**src/rtl/wb_rst_seq.sv**
```systemverilog
// wb_rst_seq: multi-domain reset sequencer.
// After the global reset is synchronously deasserted, all domains are held
// for RST_DELAY cycles. They are then released one at a time in ascending
// index order, STAGGER cycles apart. Software may re-reset a subset of
// domains once the sequence has finished.
//
// Request handshake: sw_rst_req is a single-cycle strobe with no ready. It is
// accepted only on an edge where the FSM is in IDLE and sw_rst_mask is
// non-zero, and sw_rst_mask is sampled on that same edge. Requests arriving
// at any other time are dropped and never queued.
module wb_rst_seq #(
   parameter int NUM_RST     = 4,
   parameter int RST_DELAY   = 50,
   parameter int STAGGER     = 4,
   parameter int SYNC_STAGES = 2
) (
   input  logic               clk,
   input  logic               rst,
   input  logic               sw_rst_req,
   input  logic [NUM_RST-1:0] sw_rst_mask,
   output logic [NUM_RST-1:0] rst_out,
   output logic               rst_done,
   output logic               busy
);

   localparam int MAX_CNT = (RST_DELAY > STAGGER) ? RST_DELAY : STAGGER;
   localparam int CW      = $clog2(MAX_CNT + 1);

   localparam logic [CW-1:0]      HOLD_TC = CW'(RST_DELAY - 1);
   localparam logic [CW-1:0]      STAG_TC = CW'(STAGGER - 1);
   localparam logic [CW-1:0]      CNT_ONE = CW'(1);
   localparam logic [NUM_RST-1:0] VEC_ONE = NUM_RST'(1);

   typedef enum logic [1:0] {
      SYNC = 2'd0,
      HOLD = 2'd1,
      REL  = 2'd2,
      IDLE = 2'd3
   } state_t;

   state_t               state, state_n;
   logic [CW-1:0]        cnt, cnt_n;
   logic [NUM_RST-1:0]   rst_out_n;
   logic                 rst_done_n, busy_n;
   logic [SYNC_STAGES-1:0] sync_q;
   logic                 rst_sync;
   logic                 tc_hit;
   logic [NUM_RST-1:0]   remaining;

   // Deassertion synchronizer: async-set by rst, shifts zeros in afterwards.
   always_ff @(posedge clk or posedge rst) begin
      if (rst) sync_q <= '1;
      else     sync_q <= {sync_q[SYNC_STAGES-2:0], 1'b0};
   end

   assign rst_sync = sync_q[SYNC_STAGES-1];

   // rst_out doubles as the set of domains still waiting for release, so
   // clearing its lowest set bit releases the next domain in index order and
   // skips unmasked domains without spending any cycles on them.
   assign remaining = rst_out & (rst_out - VEC_ONE);

   // The counter has reached its terminal count for the current state.
   assign tc_hit = ((state == HOLD) && (cnt >= HOLD_TC)) ||
                   ((state == REL)  && (cnt >= STAG_TC));

   // State, counter and registered outputs; rst returns everything to power-on.
   always_ff @(posedge clk or posedge rst) begin
      if (rst) begin
         state    <= SYNC;
         cnt      <= '0;
         rst_out  <= '1;
         rst_done <= 1'b0;
         busy     <= 1'b1;
      end else begin
         state    <= state_n;
         cnt      <= cnt_n;
         rst_out  <= rst_out_n;
         rst_done <= rst_done_n;
         busy     <= busy_n;
      end
   end

   // Next-state, counter and output decisions.
   always_comb begin
      state_n    = state;
      cnt_n      = cnt;
      rst_out_n  = rst_out;
      rst_done_n = rst_done;
      busy_n     = busy;
      case (state)
         SYNC: begin
            if (!rst_sync) begin
               state_n = HOLD;
               cnt_n   = '0;
            end
         end
         HOLD, REL: begin
            if (tc_hit) begin
               rst_out_n = remaining;
               cnt_n     = '0;
               if (remaining == '0) begin
                  state_n    = IDLE;
                  rst_done_n = 1'b1;
                  busy_n     = 1'b0;
               end else begin
                  state_n = REL;
               end
            end else begin
               cnt_n = cnt + CNT_ONE;
            end
         end
         IDLE: begin
            if (sw_rst_req && (sw_rst_mask != '0)) begin
               rst_out_n  = rst_out | sw_rst_mask;
               rst_done_n = 1'b0;
               busy_n     = 1'b1;
               state_n    = HOLD;
               cnt_n      = '0;
            end
         end
         default: begin
            state_n = SYNC;
            cnt_n   = '0;
         end
      endcase
   end

endmodule

```
**config.mk**
```make
export PLATFORM = sky130hd
export DESIGN_NAME = wb_rst_seq
export DESIGN_NICKNAME = d
export VERILOG_FILES = /design/src/rtl/wb_rst_seq.sv
export SDC_FILE = /design/constraint.sdc
export NUM_CORES = 1
export LEC_CHECK = 0
export CORE_ASPECT_RATIO = 0.6
export CORE_MARGIN = 8
export CORE_UTILIZATION = 40
export CTS_CLUSTER_DIAMETER = 100
export DETAILED_ROUTE_END_ITERATION = 8
export GPL_TIMING_DRIVEN = 0
export PLACE_DENSITY = 0.7
export SLEW_MARGIN = 0
export SYNTH_ARGS = -nofsm -noshare
export SYNTH_HDL_FRONTEND = slang
export SYNTH_SLANG_ARGS = --single-unit
```
**constraint.sdc**
```tcl
create_clock -name clk -period 3.29 [get_ports clk]
set_clock_uncertainty 0.05 [all_clocks]
set_input_delay 0.4935 -clock clk [delete_from_list [all_inputs] [get_ports clk]]
set_output_delay 0.4935 -clock clk [all_outputs]
set_load 0.02 [all_outputs]
```
==> results of run 1 <==
-- cell type report --
| cell class | count | area (um^2) |
|---|---|---|
| Multi-Input combinational cell | 68 | 519.2 |
| Buffer | 3 | 23.77 |
| Fill cell | 231 | 1222 |
| Sequential cell | 16 | 409.1 |
| Timing Repair Buffer | 12 | 120.1 |
| Tap cell | 32 | 40.04 |
| Inverter | 12 | 45.04 |
| Clock buffer | 4 | 55.05 |
-- through the flow --
step,utilization [%],hold WS (ps),cells
finish,49.79,310.5,147
global route,49.79,315.7,147
CTS,49.79,313.3,147
detailed placement,47.53,298.7,143
global placement,47.53,295.7,143
floorplan,-,295.2,99
-- worst max-delay path, delay by kind of cell, from the launching register on --
kind	cells	cell delay, ps
and+or+nand+nor	2	620
buffers and inverters	1	220
adders and majority gates	1	250
AOI/OAI and AO/OA	2	450
DFF	1	440
-- flip-flops by register name, indices dropped and copies added (netlist names) --
signal / count
cnt: 6
busy: 1
rst_out: 4
sync_q: 2
rst_done: 1
state: 2
-- how the worst max path moves through the flow --
stage	cells after the start	endpoint	slack, ps	start
after CTS	6	rst_done$_DFFE_PP0P_	1160	cnt[0]$_DFFE_PP0P_
after global placement	6	cnt[3]$_DFFE_PP0P_	970	sw_rst_mask[2]
after detailed placement	6	cnt[3]$_DFFE_PP0P_	960	sw_rst_mask[1]
final	6	cnt[2]$_DFFE_PP0P_	1150	cnt[0]$_DFFE_PP0P_
after floorplan	6	rst_done$_DFFE_PP0P_	1310	cnt[0]$_DFFE_PP0P_
after global routing	6	cnt[2]$_DFFE_PP0P_	1010	cnt[0]$_DFFE_PP0P_
-- logic make-up (layout without fill, tap and decap cells) --
family,Yosys count,count (layout)
compound gates,31,31
flops,16,16
fa+ha+maj,7,7
buf+inv,15,31
other cells,1,1
mux,1,1
simple gates,28,28
-- power by group through the flow --
stage          combinational, W  sequential (W)  clock [W]
4_1_cts                0.000674        0.000368   0.000177
5_1_grt                0.000744        0.000384   0.000187
2_1_floorplan          0.000457        0.000393          0
3_5_place_dp           0.000672        0.000371          0
6_report               0.000675        0.000371   0.000173
3_3_place_gp           0.000663        0.000363          0
-- placed cells by master, fill, tap and decap left out, types with 4 or more instances in the layout --
master | netlist | final
sky130_fd_sc_hd__a21oi_1 | 4 | 4
sky130_fd_sc_hd__a31oi_1 | 4 | 4
sky130_fd_sc_hd__clkbuf_8 | 0 | 4
sky130_fd_sc_hd__clkdlybuf4s50_1 | 0 | 12
sky130_fd_sc_hd__dfrtp_1 | 9 | 9
sky130_fd_sc_hd__dfstp_2 | 7 | 7
sky130_fd_sc_hd__ha_1 | 7 | 7
sky130_fd_sc_hd__inv_1 | 12 | 12
sky130_fd_sc_hd__nand2_1 | 7 | 7
sky130_fd_sc_hd__nand3_1 | 6 | 6
-- layer usage --
metal | routed length, um | track usage (%)
met5 | 0 | 0
met1 | 1164 | 16.95
met2 | 945 | 14.97
met4 | 46 | 5.090
met3 | 87 | 3.770
==> results.yml, run 1 <==
status:
  status: "finished clean"
clock_tree:
  register_clock_pin_slew_on_the_reported_worst_setup_and_hold_paths_ps: 60
  ctsHoldBuffers: 0
  clock_sink_count: 16
  cts_tree: "built"
  post_cts_repair_resize_count: 0
  post-cts-setup-buffers: 0
  cts_max_level: 1
  clockRootBuffer: "sky130_fd_sc_hd__clkbuf_8"
  clkLatencyLatePin_ps: 250
  cts_buffers: 3
  clockBufferDepth: 2
cells_and_area:
  final_cell_area_um2: 1212
  signed_area_change_from_the_synthesized_netlist_to_the_final_layout_pct: 21.58
  antennaDiodeCount: 0
  finish.net_count: 130
  drive_above_1_share_pct: 22.61
setup_path:
  worst_path_cell_with_the_longest_stage_delay: "sky130_fd_sc_hd__or4_1"
  startpoint_type: "flip-flop"
  type_of_the_worst_setup_path: "reg2reg"
  r2r-end: "cnt[2]$_DFFE_PP0P_"
  r2r-start: "cnt[0]$_DFFE_PP0P_"
  worst_setup_ep_type: "flip-flop"
  max_stage_delay_ps: 490
  reg2reg_setup_slack_ps: 1150
  worst_ep_arrival_time_ps: 2240
  timing.critical_path.cells: "ha_1 -> or4_1 -> o21ai_2 -> buf_4 -> nand3b_2 -> o311ai_2"
  worstPathMaxFanout: 10
  crit_required_ps: 3390
  worst_r2r_path_depth: 6
synthesis:
  synth_adder_area_share_pct: 8.783
  yosys-mux-area-fraction_pct: 1.004
  netlist_instances: 99
  synth_xor_xnor_area_share_pct: 0
  yosys_warnings: 0
  synthFlopType: "sky130_fd_sc_hd__dfrtp_1"
  synth_largest_type_area_fraction_pct: 22.58
  main_combinational_cell_family_by_area_after_synthesis: "compound AO/OA/AOI/OAI gates"
  synth_simple_gate_area_share_pct: 15.81
  post_synth.cell_area_avg_um2: 10.07
  synth_area_leaders: "sky130_fd_sc_hd__dfrtp_1 23%, sky130_fd_sc_hd__dfstp_2 18%, sky130_fd_sc_hd__ha_1 8.8%"
  synth_compound_area_share_pct: 26.10
  part_of_the_yosys_area_used_for_sequential_elements_pct: 41.03
  synth_top_cells_by_count: "12 x sky130_fd_sc_hd__inv_1, 9 x sky130_fd_sc_hd__dfrtp_1, 7 x sky130_fd_sc_hd__dfstp_2, 7 x sky130_fd_sc_hd__ha_1, 7 x sky130_fd_sc_hd__nand2_1"
  yosys_register_bits: 16
  ys_async_sr_fraction_pct: 100.0
  synth-edff-count: 0
  synth_most_common_cell: "sky130_fd_sc_hd__inv_1"
  mappedNetlistNets: 113
  mappedNetlistArea_um2: 997.2
  synth_cell_type_count: 39
  synth.largest_area_cell: "sky130_fd_sc_hd__dfrtp_1"
power_and_ir_drop:
  p_leak_nw: 0.4889
  vdd_ir_drop_max_mv: 0.4499
  power.switching_fraction_pct: 43.05
  totalPowerFinal_w: 0.001219
  seqPwrFrac_pct: 30.4
  p_int_w: 0.0006944
  comb_power_share_pct: 55.4
  clock_power_share_pct: 14.2
  switchingPower_w: 0.0005249
  powerDensity_nw_per_um2: 1006
drt:
  post-route-drc-count: 0
  drt_first_pass_iters: 4
  vias_per_cell: 5.313
  wl_um: 2243
  avgRoutedWirePerCell_um: 15.26
  first_iter_violations: 67
  via_count: 781
  ant_nets: 0
timing:
  setup_viol: 0
  layout_worst_path_cycle_share_pct: 64.96
  finalWorstPathRequiredPeriod_ps: 2137
  clock.fmax_mhz: 467.9
  worstMarginPinSlew_ps: 598.5
  setup_ws_ps: 1153
  grt_setup_unrepaired: "false"
  tns_ps: 0
  timing.max_slew.rel_slack_pct: 60.06
  hold_violations: 0
  final_max_slew_viol_count: 0
placement:
  routabilityCongestion: 0.8565
  dp_hpwl_um: 1798
  placement.setup.worst_slack_ps: 956.2
  port-buffer-count: 12
  area_after_dpl_um2: 1157
floorplanning:
  boundaryPins: 13
  area_of_the_die_um2: 4399
  num_rows: 14
  die_h_um: 54.68
  initial_utilization_pct: 40.96
  fp.dieW_um: 80.46
  fp.coreArea_um2: 2435
global_routing:
  first_global_vias: 757
  grt_max_degree: 17
  grt_antenna_before_repair: 0
  wire_length_of_the_first_global_routing_pass_um: 3884
  groute.usage.overall_pct: 11.65
  globalRoute.totalOverflow: 0
worst_hold_path:
  launch_point_of_the_worst_hold_path: "sync_q[0]$_DFF_PP1_"
  worstHoldEndpoint: "sync_q[1]$_DFF_PP1_"
  holdCritPathClass: "reg2reg"
  worstHoldPathCells: 0
job:
  drv_cap: 0
Power figures use the tool's default switching activity.
==> run 2: changes to the inputs <==
==> constraint.sdc (replaced) <==
create_clock -name clk -period 2 [get_ports clk]
set_clock_uncertainty 0.05 [all_clocks]
set_input_delay 0.3 -clock clk [delete_from_list [all_inputs] [get_ports clk]]
set_output_delay 0.3 -clock clk [all_outputs]
set_load 0.02 [all_outputs]
==> results.yml, run 2 (synthesis results as in run 1) <==
status:
  status: "finished with violations"
  failed_checks: "setup timing"
job:
  drv_cap: 0
clock_tree:
  cts_buffers: 3
  cts_max_level: 1
  register_clock_pin_slew_on_the_reported_worst_setup_and_hold_paths_ps: 60
  clockBufferDepth: 2
  clock_sink_count: 16
  ctsHoldBuffers: 0
  cts_tree: "built"
  clockRootBuffer: "sky130_fd_sc_hd__clkbuf_8"
  clkLatencyLatePin_ps: 250
worst_hold_path:
  launch_point_of_the_worst_hold_path: "sync_q[0]$_DFF_PP1_"
  holdCritPathClass: "reg2reg"
drt:
  vias_per_cell: 5.468
  ant_nets: 0
  avgRoutedWirePerCell_um: 16.46
  drt_first_pass_iters: 4
  post-route-drc-count: 0
  first_iter_violations: 56
  wl_um: 2568
  via_count: 853
setup_path:
  r2r-end: "cnt[2]$_DFFE_PP0P_"
  worst_setup_ep_type: "flip-flop"
  startpoint_type: "flip-flop"
  timing.critical_path.cells: "inv_2 -> ha_2 -> or4b_4 -> a41oi_4 -> buf_6 -> nand3b_4 -> o311ai_4"
  reg2reg_setup_slack_ps: -100
  critical_path.endpoint: "cnt[2]$_DFFE_PP0P_"
  timing.critical_path.depth: 7
  worst_path_cell_with_the_longest_stage_delay: "sky130_fd_sc_hd__or4b_4"
  crit_required_ps: 2110
  r2r-start: "cnt[1]$_DFFE_PP0P_"
  worst_r2r_path_depth: 7
  worst-path-buf-inv: 2
  worst_ep_arrival_time_ps: 2210
  cp_top_family: "simple AND/OR/NAND/NOR gates"
  type_of_the_worst_setup_path: "reg2reg"
  startpoint: "cnt[1]$_DFFE_PP0P_"
  max_stage_delay_ps: 530
  worstPathMaxFanout: 6
cells_and_area:
  antennaDiodeCount: 0
  signed_area_change_from_the_synthesized_netlist_to_the_final_layout_pct: 33.75
  fillerInstances: 222
  reg_top3: "cnt x6, rst_out x4"
  layout.cells.non_filler: 156
  largest_register: "cnt"
  largest_reg_flops: 6
  layout_common_cells: "12 x sky130_fd_sc_hd__clkdlybuf4s50_1, 10 x sky130_fd_sc_hd__inv_1, 9 x sky130_fd_sc_hd__buf_4"
  drive_above_1_share_pct: 34.68
  layout_commonest_cell: "sky130_fd_sc_hd__clkdlybuf4s50_1"
  finish.net_count: 139
global_routing:
  grt_antenna_before_repair: 0
  grt_max_degree: 17
  wire_length_of_the_first_global_routing_pass_um: 4084
  globalRoute.totalOverflow: 0
  groute.usage.overall_pct: 12.25
  first_global_vias: 816
timing:
  timing.max_slew.rel_slack_pct: 59.80
  clock.fmax_mhz: 476.3
  hold_violations: 0
  setup_ws_ps: -99.67
  final_max_slew_viol_count: 0
  grt_setup_unrepaired: "true"
  layout_worst_path_cycle_share_pct: 105.0
  worstMarginPinSlew_ps: 602.4
  setup_viol: 12
  finalWorstPathRequiredPeriod_ps: 2100
power_and_ir_drop:
  vdd_ir_drop_max_mv: 0.7370
  p_leak_nw: 0.5385
  switchingPower_w: 0.0009963
  powerDensity_nw_per_um2: 1760
  power.switching_fraction_pct: 42.45
  clock_power_share_pct: 12.3
  totalPowerFinal_w: 0.002347
  p_int_w: 0.001351
  seqPwrFrac_pct: 26.4
  comb_power_share_pct: 61.4
floorplanning:
  num_rows: 14
  fp.coreArea_um2: 2435
  fp.dieW_um: 80.46
  initial_utilization_pct: 40.96
  die_h_um: 54.68
  boundaryPins: 13
  area_of_the_die_um2: 4399
placement:
  dp_hpwl_um: 1798
  placed_cells: 143
  routabilityCongestion: 0.8565
  port-buffer-count: 12
==> run 2: cell types whose count changed in the layout (fill, tap and decap cells not counted), sizes merged <==
cell,delta
buf,+9
==> run 2: worst min path at each step <==
stage | to | slack [ps] | depth (start not counted)
final | sync_q[1]$_DFF_PP1_ | 310 | 0
after global routing | sync_q[1]$_DFF_PP1_ | 320 | 0
after CTS | sync_q[1]$_DFF_PP1_ | 310 | 0
after detailed placement | sync_q[1]$_DFF_PP1_ | 300 | 0
after global placement | sync_q[1]$_DFF_PP1_ | 300 | 0
after floorplan | cnt[0]$_DFFE_PP0P_ | 160 | 1
==> run 2: layout make-up <==
cell class / instances / area (um^2) / area share [%]
inverter: 12 / 45.04 / 3.377
clock buffer: 4 / 55.05 / 4.128
timing repair buffer: 21 / 187.7 / 14.07
tap: 32 / 40.04 / 3.002
buffer: 3 / 27.53 / 2.064
multi-input combinational: 68 / 568.0 / 42.59
sequential: 16 / 410.4 / 30.77
==> run 2: power groups by stage <==
stage                     Clock [W]  Combinational, W  Sequential, W
after floorplan                   0          0.000751       0.000647
after global placement            0           0.00109       0.000597
after detailed placement          0           0.00111       0.000610
after CTS                  0.000292           0.00122       0.000608
after global routing       0.000307           0.00156       0.000646
final                      0.000288           0.00144       0.000619
==> run 2: through the flow <==
step	utilization, %	setup slack, ps	hold WS [ps]	cell area (um^2)	setup TNS [ps]
final	54.78	-99.67	312.6	1334	-724.9
after global routing	54.78	-160.5	315.7	1334	-1646
after CTS	52.26	-10.43	313.3	1272	-13.86
after detailed placement	47.53	-140.3	298.7	1157	-911.0
after global placement	47.53	-123.4	295.7	1157	-642.8
after floorplan	-	24.73	158.7	997.2	0
==> run 2: worst reg2reg max path: cells and delay by family, from the launching register on <==
family	cells	cell delay, ps
AND/OR/NAND/NOR	2	640
AO/OA/AOI/OAI	2	530
flip-flops	1	400
buffers and inverters	2	220
adder cells (fa/ha/maj)	1	170
==> run 2: what timing repair did <==
item / in CTS / in global routing
pin swaps: 3 / 8
gates resized for setup: 3 / 9
hold endpoints to repair: 0 / 0
endpoints found under the setup margin: 10 / 14
setup buffers: 7 / 2
==> run 2: per-layer routing <==
layer  track usage (%)  share of wire, %  up-vias
li1                  -                 -      418
met1             17.34                50      418
met2             16.69                45       15
met3             3.770               4.3        2
met4             5.090               1.4        0
met5                 0                 0        -
==> run 3: changes to the inputs <==
--- a/config.mk
+++ b/config.mk
@@ -12,6 +12,7 @@
 export DETAILED_ROUTE_END_ITERATION = 8
 export GPL_TIMING_DRIVEN = 0
 export PLACE_DENSITY = 0.7
+export REMOVE_ABC_BUFFERS = 1
 export SLEW_MARGIN = 0
 export SYNTH_ARGS = -nofsm -noshare
 export SYNTH_HDL_FRONTEND = slang
==> results.yml, run 3 (synthesis results as in run 1) <==
timing:
  clock.fmax_mhz: 479.0
  grt_setup_unrepaired: "true"
  hold_violations: 0
  worstMarginPinSlew_ps: 611.9
  setup_ws_ps: -87.67
  timing.max_slew.rel_slack_pct: 59.16
  final_max_slew_viol_count: 0
  layout_worst_path_cycle_share_pct: 104.4
  finalWorstPathRequiredPeriod_ps: 2088
  setup_viol: 10
cells_and_area:
  drive_above_1_share_pct: 39.68
  reg_top3: "cnt x6, rst_out x4"
  largest_register: "cnt"
  signed_area_change_from_the_synthesized_netlist_to_the_final_layout_pct: 46.55
  fillerInstances: 175
  antennaDiodeCount: 0
  multiInputGateArea_um2: 660.6
  sequential_cell_area_um2: 411.6
  layout_common_cells: "12 x sky130_fd_sc_hd__clkdlybuf4s50_1, 10 x sky130_fd_sc_hd__inv_1"
  final_cell_area_um2: 1461
  layout_commonest_cell: "sky130_fd_sc_hd__clkdlybuf4s50_1"
  largest_reg_flops: 6
  finish.net_count: 141
floorplanning:
  area_of_the_die_um2: 4399
  num_rows: 14
  fp.dieW_um: 80.46
  boundaryPins: 13
  die_h_um: 54.68
  fp.coreArea_um2: 2435
  initial_utilization_pct: 40.96
placement:
  port-buffer-count: 12
  placement.setup.worst_slack_ps: -409.8
  dp_hpwl_um: 1661
  area_after_dpl_um2: 1134
  routabilityCongestion: 0.8488
clock_tree:
  cts_buffers: 3
  clockBufferDepth: 2
  register_clock_pin_slew_on_the_reported_worst_setup_and_hold_paths_ps: 60
  clkLatencyLatePin_ps: 260
  cts_tree: "built"
  clock_sink_count: 16
  clockRootBuffer: "sky130_fd_sc_hd__clkbuf_8"
  ctsHoldBuffers: 0
  cts_max_level: 1
setup_path:
  worst_setup_ep_type: "flip-flop"
  worst_r2r_path_depth: 6
  crit_required_ps: 2110
  startpoint: "cnt[0]$_DFFE_PP0P_"
  worst_ep_arrival_time_ps: 2200
  worstPathMaxFanout: 5
  type_of_the_worst_setup_path: "reg2reg"
  r2r-end: "cnt[2]$_DFFE_PP0P_"
  startpoint_type: "flip-flop"
  reg2reg_setup_slack_ps: -90
  r2r-start: "cnt[0]$_DFFE_PP0P_"
power_and_ir_drop:
  comb_power_share_pct: 66.2
  clock_power_share_pct: 9.6
  power.switching_fraction_pct: 43.33
  powerDensity_nw_per_um2: 1809
  vdd_ir_drop_max_mv: 0.6954
  p_int_w: 0.001498
  switchingPower_w: 0.001146
  p_leak_nw: 0.5585
  seqPwrFrac_pct: 24.1
status:
  status: "finished with violations"
  failed_checks: "setup timing"
worst_hold_path:
  worstHoldPathCells: 0
  worstHoldEndpoint: "sync_q[1]$_DFF_PP1_"
  holdCritPathClass: "reg2reg"
  launch_point_of_the_worst_hold_path: "sync_q[0]$_DFF_PP1_"
global_routing:
  grt_antenna_before_repair: 0
  groute.usage.overall_pct: 12.13
  grt_max_degree: 17
  globalRoute.totalOverflow: 0
  wire_length_of_the_first_global_routing_pass_um: 4043
  first_global_vias: 811
drt:
  via_count: 915
  avgRoutedWirePerCell_um: 18.26
  post-route-drc-count: 0
  vias_per_cell: 5.791
  first_iter_violations: 89
  drt_first_pass_iters: 4
  wl_um: 2885
  ant_nets: 0
job:
  drv_cap: 0
-- run 3: cell types whose count changed in the layout (fill, tap and decap cells not counted), sizes merged --
| cell | previous run | this run |
|---|---|---|
| buf | 12 | 13 |
| a41oi | 1 | 2 |
-- run 3: repair_timing --
| item | 4_1_cts | 5_1_grt |
|---|---|---|
| endpoints found under the setup margin | 14 | 14 |
| cloned | 1 | 0 |
| resized for setup | 12 | 20 |
| buffers inserted | 8 | 5 |
| pin swaps | 6 | 16 |
-- run 3: metal layers --
metal,vias up,routed length [um],global-route usage (%)
li1,422,-,-
met1,440,1157,14.90
met3,14,184,4.098
met5,-,0,0
met2,39,1428,18.54
met4,0,114,6.886
-- run 3: worst max path at each step --
stage / endpoint / slack (ps) / cells after the start
floorplan: rst_done$_DFFE_PP0P_ / -110 / 5
global placement: cnt[5]$_DFFE_PP0P_ / -390 / 5
detailed placement: cnt[5]$_DFFE_PP0P_ / -410 / 5
CTS: cnt[2]$_DFFE_PP0P_ / -70 / 6
global route: cnt[2]$_DFFE_PP0P_ / -140 / 6
finish: cnt[2]$_DFFE_PP0P_ / -90 / 6
-- run 3: power by group through the flow --
stage | Sequential [W] | Combinational [W] | Clock (W)
2_1_floorplan | 0.000647 | 0.000694 | 0
3_3_place_gp | 0.000598 | 0.00102 | 0
3_5_place_dp | 0.000613 | 0.00104 | 0
4_1_cts | 0.000618 | 0.00138 | 0.000260
5_1_grt | 0.000658 | 0.00185 | 0.000267
6_report | 0.000638 | 0.00175 | 0.000254
-- run 3: layout make-up --
cell class	instances	share of cell area (%)
multi-input cells	69	45.21
flip-flops and latches	16	28.17
repair buffers	25	17.55
inverters	12	3.253
clock buffers	4	3.082
well taps	32	2.740
-- run 3: stage by stage --
stage / hold WS (ps) / instances / util [%] / TNS [ps] / power, W
after floorplan: 158.7 / 96 / - / -208.1 / 0.001341
after global placement: 296.0 / 140 / 46.56 / -3702 / 0.001615
after detailed placement: 303.1 / 140 / 46.56 / -4085 / 0.001653
after CTS: 312.2 / 153 / 54.47 / -437.0 / 0.002255
after global routing: 317.6 / 158 / 60.02 / -930.9 / 0.002777
final: 309.1 / 158 / 60.02 / -563.2 / 0.002644
-- run 3: worst max-delay path, stage by stage, from the launching register on --
cell and delay (ps):
sky130_fd_sc_hd__dfrtp_2 480, sky130_fd_sc_hd__ha_4 190, sky130_fd_sc_hd__or4b_4 510, sky130_fd_sc_hd__a41oi_4 290
sky130_fd_sc_hd__buf_6 150, sky130_fd_sc_hd__nand3b_4 100, sky130_fd_sc_hd__o311ai_2 210
